--- src/rtl/rxecrc_strip.sv ---
// rxecrc_strip: receive-path FCS checker and stripper.
// Sits after the preamble/SFD stripper. Runs the reflected CRC-32 over every
// byte of a frame, holds the last four bytes back in a delay line so the FCS is
// never forwarded, and pulses o_err once per frame whose FCS is bad or missing.
// With i_en=0 the stage is a one-ce-cycle transparent register.
module rxecrc_strip (
  input  logic       i_clk,
  input  logic       i_reset_n,
  input  logic       i_ce,
  input  logic       i_en,
  input  logic       i_v,
  input  logic [7:0] i_d,
  output logic       o_v,
  output logic [7:0] o_d,
  output logic       o_err
);

  // Reflected IEEE 802.3 polynomial, seed and the register value left behind
  // by a frame whose own FCS has been run through the LFSR.
  localparam logic [31:0] CRC_POLY    = 32'hEDB88320;
  localparam logic [31:0] CRC_INIT    = 32'hFFFFFFFF;
  localparam logic [31:0] CRC_RESIDUE = 32'hDEBB20E3;
  localparam logic [2:0]  FILL_FULL   = 3'd4;

  // ST_FRAME means the previous ce cycle accepted a byte, so an i_v=0 ce cycle
  // in this state is the end-of-frame cycle.
  typedef enum logic {
    ST_IDLE  = 1'b0,
    ST_FRAME = 1'b1
  } state_t;

  state_t      state_reg, state_next;
  logic [31:0] crc_reg, crc_next;
  logic [2:0]  fill_reg, fill_next;
  logic [7:0]  dly_reg [4];
  logic        shift_en;
  logic        full;
  logic        ov_next;
  logic [7:0]  od_next;
  logic        err_next;

  // Eight-step unrolled LFSR: crc_step[0] is the register with the byte folded
  // into its low bits, crc_step[8] is the whole-byte result.
  logic [31:0] crc_step [9];

  assign crc_step[0] = crc_reg ^ {24'h000000, i_d};

  generate
    for (genvar gi = 0; gi < 8; gi++) begin : g_crc_bit
      assign crc_step[gi+1] = crc_step[gi][0] ? ((crc_step[gi] >> 1) ^ CRC_POLY)
                                              :  (crc_step[gi] >> 1);
    end
  endgenerate

  // Four bytes already held means the oldest one is payload, not FCS.
  assign full = (fill_reg == FILL_FULL);

  // Next-state and next-output logic for one ce cycle.
  always_comb begin
    state_next = state_reg;
    crc_next   = crc_reg;
    fill_next  = fill_reg;
    shift_en   = 1'b0;
    ov_next    = 1'b0;
    od_next    = 8'h00;
    err_next   = 1'b0;

    case (state_reg)
      ST_IDLE: begin
        if (i_v) begin
          state_next = ST_FRAME;
        end
      end
      ST_FRAME: begin
        if (!i_v) begin
          state_next = ST_IDLE;
          // Verdict on the frame that just ended; suppressed in pass-through.
          err_next   = i_en && (!full || (crc_reg != CRC_RESIDUE));
        end
      end
      default: begin
        state_next = ST_IDLE;
      end
    endcase

    if (i_v) begin
      crc_next  = crc_step[8];
      shift_en  = 1'b1;
      fill_next = full ? fill_reg : (fill_reg + 3'd1);
      if (i_en) begin
        ov_next = full;
        od_next = full ? dly_reg[3] : 8'h00;
      end else begin
        ov_next = 1'b1;
        od_next = i_d;
      end
    end else begin
      // Gap and idle cycles keep the checker primed for the next frame.
      crc_next  = CRC_INIT;
      fill_next = 3'd0;
    end
  end

  // State, CRC and fill registers advance only on enabled cycles.
  always_ff @(posedge i_clk or negedge i_reset_n) begin
    if (!i_reset_n) begin
      state_reg <= ST_IDLE;
      crc_reg   <= CRC_INIT;
      fill_reg  <= 3'd0;
    end else if (i_ce) begin
      state_reg <= state_next;
      crc_reg   <= crc_next;
      fill_reg  <= fill_next;
    end
  end

  // Delay line: stage 0 takes the new byte, stage 3 holds the oldest one.
  generate
    for (genvar gi = 0; gi < 4; gi++) begin : g_dly
      if (gi == 0) begin : g_head
        // Head stage captures the accepted input byte.
        always_ff @(posedge i_clk or negedge i_reset_n) begin
          if (!i_reset_n) begin
            dly_reg[0] <= 8'h00;
          end else if (i_ce && shift_en) begin
            dly_reg[0] <= i_d;
          end
        end
      end else begin : g_tail
        // Later stages shift from the previous stage.
        always_ff @(posedge i_clk or negedge i_reset_n) begin
          if (!i_reset_n) begin
            dly_reg[gi] <= 8'h00;
          end else if (i_ce && shift_en) begin
            dly_reg[gi] <= dly_reg[gi-1];
          end
        end
      end
    end
  endgenerate

  // Registered outputs, held between enabled cycles.
  always_ff @(posedge i_clk or negedge i_reset_n) begin
    if (!i_reset_n) begin
      o_v   <= 1'b0;
      o_d   <= 8'h00;
      o_err <= 1'b0;
    end else if (i_ce) begin
      o_v   <= ov_next;
      o_d   <= od_next;
      o_err <= err_next;
    end
  end

endmodule

--- config.mk ---
export PLATFORM = sky130hd
export DESIGN_NAME = rxecrc_strip
export DESIGN_NICKNAME = d
export VERILOG_FILES = /design/src/rtl/rxecrc_strip.sv
export SDC_FILE = /design/constraint.sdc
export NUM_CORES = 1
export LEC_CHECK = 0
export BUFFER_PORTS_ARGS = -buffer_cell sky130_fd_sc_hd__clkbuf_2
export CORE_ASPECT_RATIO = 1.5
export CORE_MARGIN = 2
export CORE_UTILIZATION = 35
export CTS_CLUSTER_DIAMETER = 60
export DETAILED_ROUTE_END_ITERATION = 8
export GPL_TIMING_DRIVEN = 0
export PLACE_DENSITY = 0.56
export RECOVER_POWER = 100
export SLEW_MARGIN = 20
export SYNTH_ARGS = -nofsm -noshare
export SYNTH_HDL_FRONTEND = slang
export SYNTH_SLANG_ARGS = --single-unit
export TNS_END_PERCENT = 30
--- constraint.sdc ---
create_clock -name i_clk -period 5.4 [get_ports i_clk]
set_clock_uncertainty 0.05 [all_clocks]
set_input_delay 0.27 -clock i_clk [delete_from_list [all_inputs] [get_ports i_clk]]
set_output_delay 0.27 -clock i_clk [all_outputs]
set_load 0.01 [all_outputs]
-- After elaboration in Yosys (flattened, before gate mapping)
Index checks and enable logic that the tools add are counted.
- flip-flop bits (word level): 78
- input bits: 13
- add/subtract/negate cells: 1
- equal/unequal tests: 3
- mux-type cells: 19
- bitwise logic cells: 9
- reductions and logical operators: 5
- operators by type and width (kind ; count):
    $mux 32 ; 9
    $not 13->14 ; 8
    $ne 32x32->1 const B ; 1
    $xor 32x8->32 ; 1
    $mux 8 ; 3
    $mux 3 ; 2
    $mux 1 ; 5
    $add 3x1->3 const B ; 1
    $eq 3x3->1 const B ; 1
    $logic_and 1x1->1 ; 2
    $ne 2x2->1 const B ; 1
    $reduce_and 2->1 ; 1
    $logic_not 1->1 ; 1
    $logic_or 1x1->1 ; 1

-- Longest topological paths before layout
Gate-level depths: netlist (run 1).
- depth after elaboration: 18
- gate-level depth with buffers: 6
- depth with buffers taken out: 6

-- Worst setup path after synthesis (run 1)
Ideal clock, no wire load.
- kind: reg-to-reg
- start: reg crc_reg[0]
- end: reg crc_reg[25]
- arrival: 1.743 ns
- path slack: 3.527 ns
- cell stages (with the launch flop): 5
- clock period less this slack: 1.873 ns
- cell sequence: dfstp_2 -> xor2_1 -> xnor3_1 -> xnor3_1 -> o22a_1
- longest elaborated chain between the ends: 10
- ends and longest elaborated chain (what ; RTL line ; text):
    start, declared ; 33 ; logic [31:0] crc_reg, crc_next;
    start signal, assigned ; 112 ; crc_reg <= crc_next;
    $xor 32x8->32 ; 46 ; assign crc_step[0] = crc_reg ^ {24'h000000, i_d};
    $mux 32 (8 in series) ; 50 ; assign crc_step[gi+1] = crc_step[gi][0] ? ((crc_step[gi] >> 1) ^ CRC_POLY)
    $mux 32 ; 86 ; if (i_v) begin
Every way passes these cells.
A chain may end at the register's enable or synchronous reset.

-- Final worst setup path (run 1)
- start: reg crc_reg[7]
- end: reg crc_reg[24]
- longest elaborated chain between the ends: 11
- ends and longest elaborated chain (what ; RTL line):
    $xor 32x8->32 * ; 46
    $mux 32 * ; 50
    $not 13->14 (no source line) ; -
    $mux 32 * (7 in series) ; 50
    $mux 32 * ; 86
Every way passes the cells marked *; elsewhere a longest branch is shown, timed or not.

==> flow_summary.ini, run 1 <==
[run_status]
outcome = complete, but fails checks
violations = capacitance limit, slew limit

[drt]
wl_per_cell_um = 17.9
drtIter0Drc = 153
antenna_left = 0
num_vias = 2738
first_pass_iters = 4
routed_wirelength_mm = 9.98
drcViolationCount = 0
detail_route.vias_per_cell = 4.92

[power_and_ir_drop]
clkPwrFrac_pct = 21.0
internal_power_uw = 1940
p_sw_uw = 922
p_per_area_mw_per_mm2 = 624
ir_worst_vdd_uv = 214
p_leak_uw = 0.00212
p_seq_share_pct = 32.2
swShare_pct = 32.1
pwr-share-comb_pct = 46.8

[synthesis]
postSynthAreaPerCell_sq_um = 11.2
synth_area_leaders = dfrtp_1 (28%), dfstp_2 (21%), xnor3_1 (9.9%)
syn_nets = 381
yosys.area_share.xor_xnor_pct = 25.2
yosys_register_bits = 78
synthCells = 366
ys_warn_count = 0
seq_area_frac_synth_pct = 48.6
synthMuxAreaShare_pct = 0
yosys.area_share.simple_pct = 16.1
synth_edf_count = 0
synth_adder_area_share_pct = 0.610
yosysMostFrequentCell = nand2_1
synth-async-reset-ratio_pct = 100
synth_top_area_cell = dfrtp_1
synth_top_family_by_area = XOR/XNOR gates
synth_compound_area_share_pct = 7.63
ys_top_cells_by_count = nand2_1 (104), dfrtp_1 (46), dfstp_2 (32)
yosysUniqueCellTypes = 34
synth_ff_type = dfrtp_1
synth.top_cell.area_share_pct = 28.1
netlist_area_sq_mm = 0.00410

[placement]
pre_cts_ws_ns = 3.19
dpl_cell_area_sq_mm = 0.00443
portBuffers = 22
gp_congestion = 0.795
dp_hpwl_mm = 7.15

[critical_path]
crit_path_start = crc_reg[7]$_DFFE_PN1P_
critPathLaunchType = flop
critPathCaptureType = flop
crit_chain = xor2_1 -> xnor2_1 -> xnor3_1 -> a21oi_1
worstReg2RegStart = crc_reg[7]$_DFFE_PN1P_
cpPeakStageDelay_ns = 0.76
cp_max_fo = 8
crit_type = flop to flop
arrival_ns = 2.96
cpMaxStageDelayCell = xor2_1
crit_required_ns = 5.61

[timing]
fin_crit_sh_pct = 51.0
fmax_mhz = 363
fin_tns_setup_ns = 0
rsz0062_at_grt = false
drv_slew = 27
postLayoutSetupSlackWorst_ns = 2.64
max_slew_margin_pct = -5.14
finalHoldViolCount = 0
finalSetupViolations = 0
tightestPinTransition_ns = 1.58
finalCriticalPeriod_ns = 2.76

[flow_run]
drv_cap = 1

[floorplan]
core.rowCount = 48
die_w_um = 92.4
die_h_um = 137
initial_core_util_pct = 35.8
core-area_sq_mm = 0.0115
pin_count = 23
die-area_sq_mm = 0.0126

[clock_tree]
clk_pin_slew_ns = 0.06
cts_tree = done
cts-buffers-inserted = 9
cts.sinks = 78
cts_setup_buffers = 0
h-tree-depth = 3
cts_buffer_depth = 2
root_buffer = clkbuf_16
worstSkewPairLatency_ns = 0.34

[cells_and_area]
final_util_pct = 40.0
final_area_sq_mm = 0.00459
fill_cells = 1102
insertedDiodeCount = 0
drive_gt1_share_pct = 14.0
nets = 416
syn2layout_area_growth_pct = 11.9

[global_routing]
grt_first_pass_wirelength_mm = 16.0
grt_max_degree = 53
grt_pass1_vias = 2928
antenna_found_initial = 0
grt_usage_pct = 17.0
grt-ovfl-total = 0

[hold_path]
hold_path_class = input port to flop
min_from = i_d[5]
-- repair_timing --
action	4_1_cts	5_1_grt
hold buffers	1	0
resized for setup	0	0
hold endpoints to repair	19	0
-- power by group through the flow --
stage | sequential, uW | clock [uW] | combinational, uW
final | 923 | 601 | 1340
after floorplan | 898 | 0 | 1180
after global placement | 936 | 0 | 1380
after global routing | 941 | 639 | 1450
after CTS | 932 | 614 | 1420
after detailed placement | 941 | 0 | 1410
-- placed cells by master (no fill, tap or decap), drive strengths merged, types with 9 or more instances in the layout --
master and instances:
xnor3 20, nand2 104, xor2 12, dfstp 32, dfrtp 46, xnor2 32
nor2 26, clkbuf 51, a21oi 24, o22a 9
-- layer usage --
metal,track usage (%),part of all wire [%],up-vias
met5,0,0,-
met4,8.87,2.5,0
met3,1.76,2.3,16
met2,31.1,56,48
met1,19.4,39,1389
li1,-,-,1285
-- final cells by class --
cell class              count  area, sq um  area share [%]
flip-flops and latches     78         1990            43.4
multi-input cells         268         1910            41.7
clock buffers              14          254            5.53
well taps                 150          188            4.09
repair buffers             24          133            2.89
plain buffers              15         56.3            1.23
clock inverters             2         35.0           0.763
inverters                   5         18.8           0.409
-- stage by stage --
step / total power, uW / std cells / hold WS (ns)
6_report: 2870 / 556 / 0.144
5_1_grt: 3030 / 556 / 0.162
4_1_cts: 2970 / 556 / 0.160
3_5_place_dp: 2350 / 539 / 0.205
3_3_place_gp: 2320 / 538 / 0.399
2_1_floorplan: 2070 / 366 / -0.0756
-- worst paths after layout --
| path | to | depth (start not counted) | slack (ns) |
|---|---|---|---|
| max | crc_reg[24]$_DFFE_PN1P_ | 4 | 2.64 |
| min reg2reg | dly_reg[14]$_DFFE_PN0P_ | 2 | 0.41 |
| max in group asynchronous | crc_reg[29]$_DFFE_PN1P_ | 3 | 3.47 |
| min | dly_reg[29]$_DFFE_PN0P_ | 3 | 0.14 |
| max reg2reg | crc_reg[24]$_DFFE_PN1P_ | 4 | 2.64 |
| min in group asynchronous | dly_reg[7]$_DFFE_PN0P_ | 2 | 0.82 |
-- logic make-up after synthesis --
group | Yosys count
DFF | 78
xor gates and xnor gates | 65
and+or+nand+nor | 155
buffers and inverters | 20
AOI/OAI and AO/OA | 46
adders and majority gates | 2
-- worst max-delay path, delay by kind of cell, from the launching register on --
| kind | cells | cell delay [ns] |
|---|---|---|
| AOI/OAI and AO/OA | 1 | 0.20 |
| xor gates and xnor gates | 3 | 1.87 |
| DFF | 1 | 0.56 |
No activity file was read; power rests on OpenSTA's default activity.
==> run 2: changes to the inputs <==
==> constraint.sdc (replaced) <==
create_clock -name i_clk -period 2.9 [get_ports i_clk]
set_clock_uncertainty 0.05 [all_clocks]
set_input_delay 0.145 -clock i_clk [delete_from_list [all_inputs] [get_ports i_clk]]
set_output_delay 0.145 -clock i_clk [all_outputs]
set_load 0.01 [all_outputs]
==> run 2 against run 1 <==
Effect of this change: the run still ends with capacitance limit, slew limit left; clock power increased by 86%; count of clock-buffer cells in the layout did not move; cell count unchanged; total power up 89%; critical path type unchanged; largest power group unchanged; highest routed layer unchanged.
==> flow_summary.ini, run 2 (synthesized netlist as in run 1, its figures left out) <==
[timing]
finalCriticalPeriod_ns = 2.44
max_slew_margin_pct = -5.85
finalSetupViolations = 0
fin_hold_ws_ns = 0.0196
rsz0062_at_grt = false
fmax_mhz = 410
drv_slew = 27
tightestPinTransition_ns = 1.59
fin_crit_sh_pct = 84.2
finalHoldViolCount = 0
fin_tns_setup_ns = 0

[clock_tree]
clk_pin_slew_ns = 0.06
cts.sinks = 78
cts_tree = done
cts-resized-gates = 0
cts-buffers-inserted = 9
root_buffer = clkbuf_16
cts_buffer_depth = 2
worstSkewPairLatency_ns = 0.34
h-tree-depth = 3
cts_setup_buffers = 0

[floorplan]
die_h_um = 137
die-area_sq_mm = 0.0126
core-area_sq_mm = 0.0115
die_w_um = 92.4
core.rowCount = 48
initial_core_util_pct = 35.8
pin_count = 23

[drt]
first_pass_iters = 4
met2_length_mm = 5.48
drt-met1-wl_mm = 3.95
drcViolationCount = 0
drtIter0Drc = 154
antenna_left = 0
met3_length_um = 225
routed_wirelength_mm = 9.93
detail_route.vias_per_cell = 4.92
top_layer_used = met4
num_vias = 2733
wl_per_cell_um = 17.9

[critical_path]
crit_required_ns = 3.12
crit_family = XOR/XNOR gates
critPathLaunchType = flop
critPathCaptureType = flop
cp_common_cell = xnor2_1
cpMaxStageDelayCell = xnor2_1
crit_path_start = crc_reg[0]$_DFFE_PN1P_
cpPeakStageDelay_ns = 0.78
worstReg2RegStart = crc_reg[0]$_DFFE_PN1P_
crit_type = flop to flop
crit_chain = xnor2_1 -> xnor2_1 -> xnor3_1 -> o22a_1
arrival_ns = 2.66
cp_max_fo = 6
cp_num_buf_inv = 0

[placement]
gp_congestion = 0.795
portBuffers = 22
dp_hpwl_mm = 7.15
dpl_cell_area_sq_mm = 0.00443

[power_and_ir_drop]
ir_worst_vdd_uv = 398
p_leak_uw = 0.00215
p_per_area_mw_per_mm2 = 1160

[hold_path]
min_from = i_d[5]
hold_path_class = input port to flop

[cells_and_area]
syn2layout_area_growth_pct = 13.5
fill_cells = 1097
insertedDiodeCount = 0
nets = 416
drive_gt1_share_pct = 15.5
final_area_sq_mm = 0.00465
final_util_pct = 40.6
final_common_cell = nand2_1
final_cell_mix = nand2_1 (104), dfrtp_1 (46), clkbuf_1 (31)

[run_status]
outcome = complete, but fails checks
violations = capacitance limit, slew limit

[global_routing]
antenna_found_initial = 0
grt_usage_pct = 17.0
grt_first_pass_wirelength_mm = 16.0
grt-ovfl-total = 0
grt_pass1_vias = 2928
grt_max_degree = 53

[flow_run]
drv_cap = 1
==> run 2: changes by cell type in the layout (fill, tap and decap cells not counted) <==
| cell | delta |
|---|---|
| xor2_1 | -1 |
| xnor2_4 | +2 |
| xor2_4 | +1 |
| dfstp_2 | +2 |
| dfstp_1 | -2 |
| xnor2_2 | +1 |
| xnor2_1 | -3 |
==> run 2: final cells by class <==
cell class                 instances  area, sq um  share of cell area (%)
buffer                            15         56.3                    1.21
inverter                           5         18.8                   0.403
clock inverter                     2         35.0                   0.753
clock buffer                      14          254                    5.46
timing repair buffer              24          133                    2.85
multi-input combinational        268         1980                    42.5
tap                              150          188                    4.03
sequential                        78         1990                    42.8
==> run 2: final timing paths <==
check / end / slack (ns) / cells after the start
max: crc_reg[18]$_DFFE_PN1P_ / 0.46 / 4
min: dly_reg[29]$_DFFE_PN0P_ / 0.02 / 3
max reg2reg: crc_reg[18]$_DFFE_PN1P_ / 0.46 / 4
min reg2reg: dly_reg[14]$_DFFE_PN0P_ / 0.41 / 2
max in group asynchronous: crc_reg[22]$_DFFE_PN1P_ / 1.09 / 3
min in group asynchronous: dly_reg[7]$_DFFE_PN0P_ / 0.70 / 2
==> run 2: repair_timing <==
| action | in CTS | in global routing |
|---|---|---|
| endpoints found under the setup margin | 0 | 0 |
| endpoints found under the hold margin | 19 | 0 |
| hold buffers | 1 | 0 |
==> run 2: worst min-delay path, delay by kind of cell <==
family	cells	cell delay [ns]
buffers and inverters	1	0.11
AND/OR/NAND/NOR	2	0.10
==> run 2: power breakdown <==
group          total, uW  internal (uW)  switching (uW)
Clock               1120            690             428
Combinational       2570           1500            1070
Sequential          1730           1480             248
Total               5410           3670            1740
==> run 2: through the flow <==
stage | cells | total power, uW | setup slack [ns]
2_1_floorplan | 366 | 3860 | 1.03
3_3_place_gp | 538 | 4320 | 0.723
3_5_place_dp | 539 | 4380 | 0.692
4_1_cts | 556 | 5530 | 0.677
5_1_grt | 556 | 5710 | 0.320
6_report | 556 | 5410 | 0.459
==> run 2: metal layers <==
layer  GRT usage, %  vias up
li1               -     1286
met1           19.4     1374
met2           31.1       52
met3           1.76       21
met4           8.87        0
met5              0        -
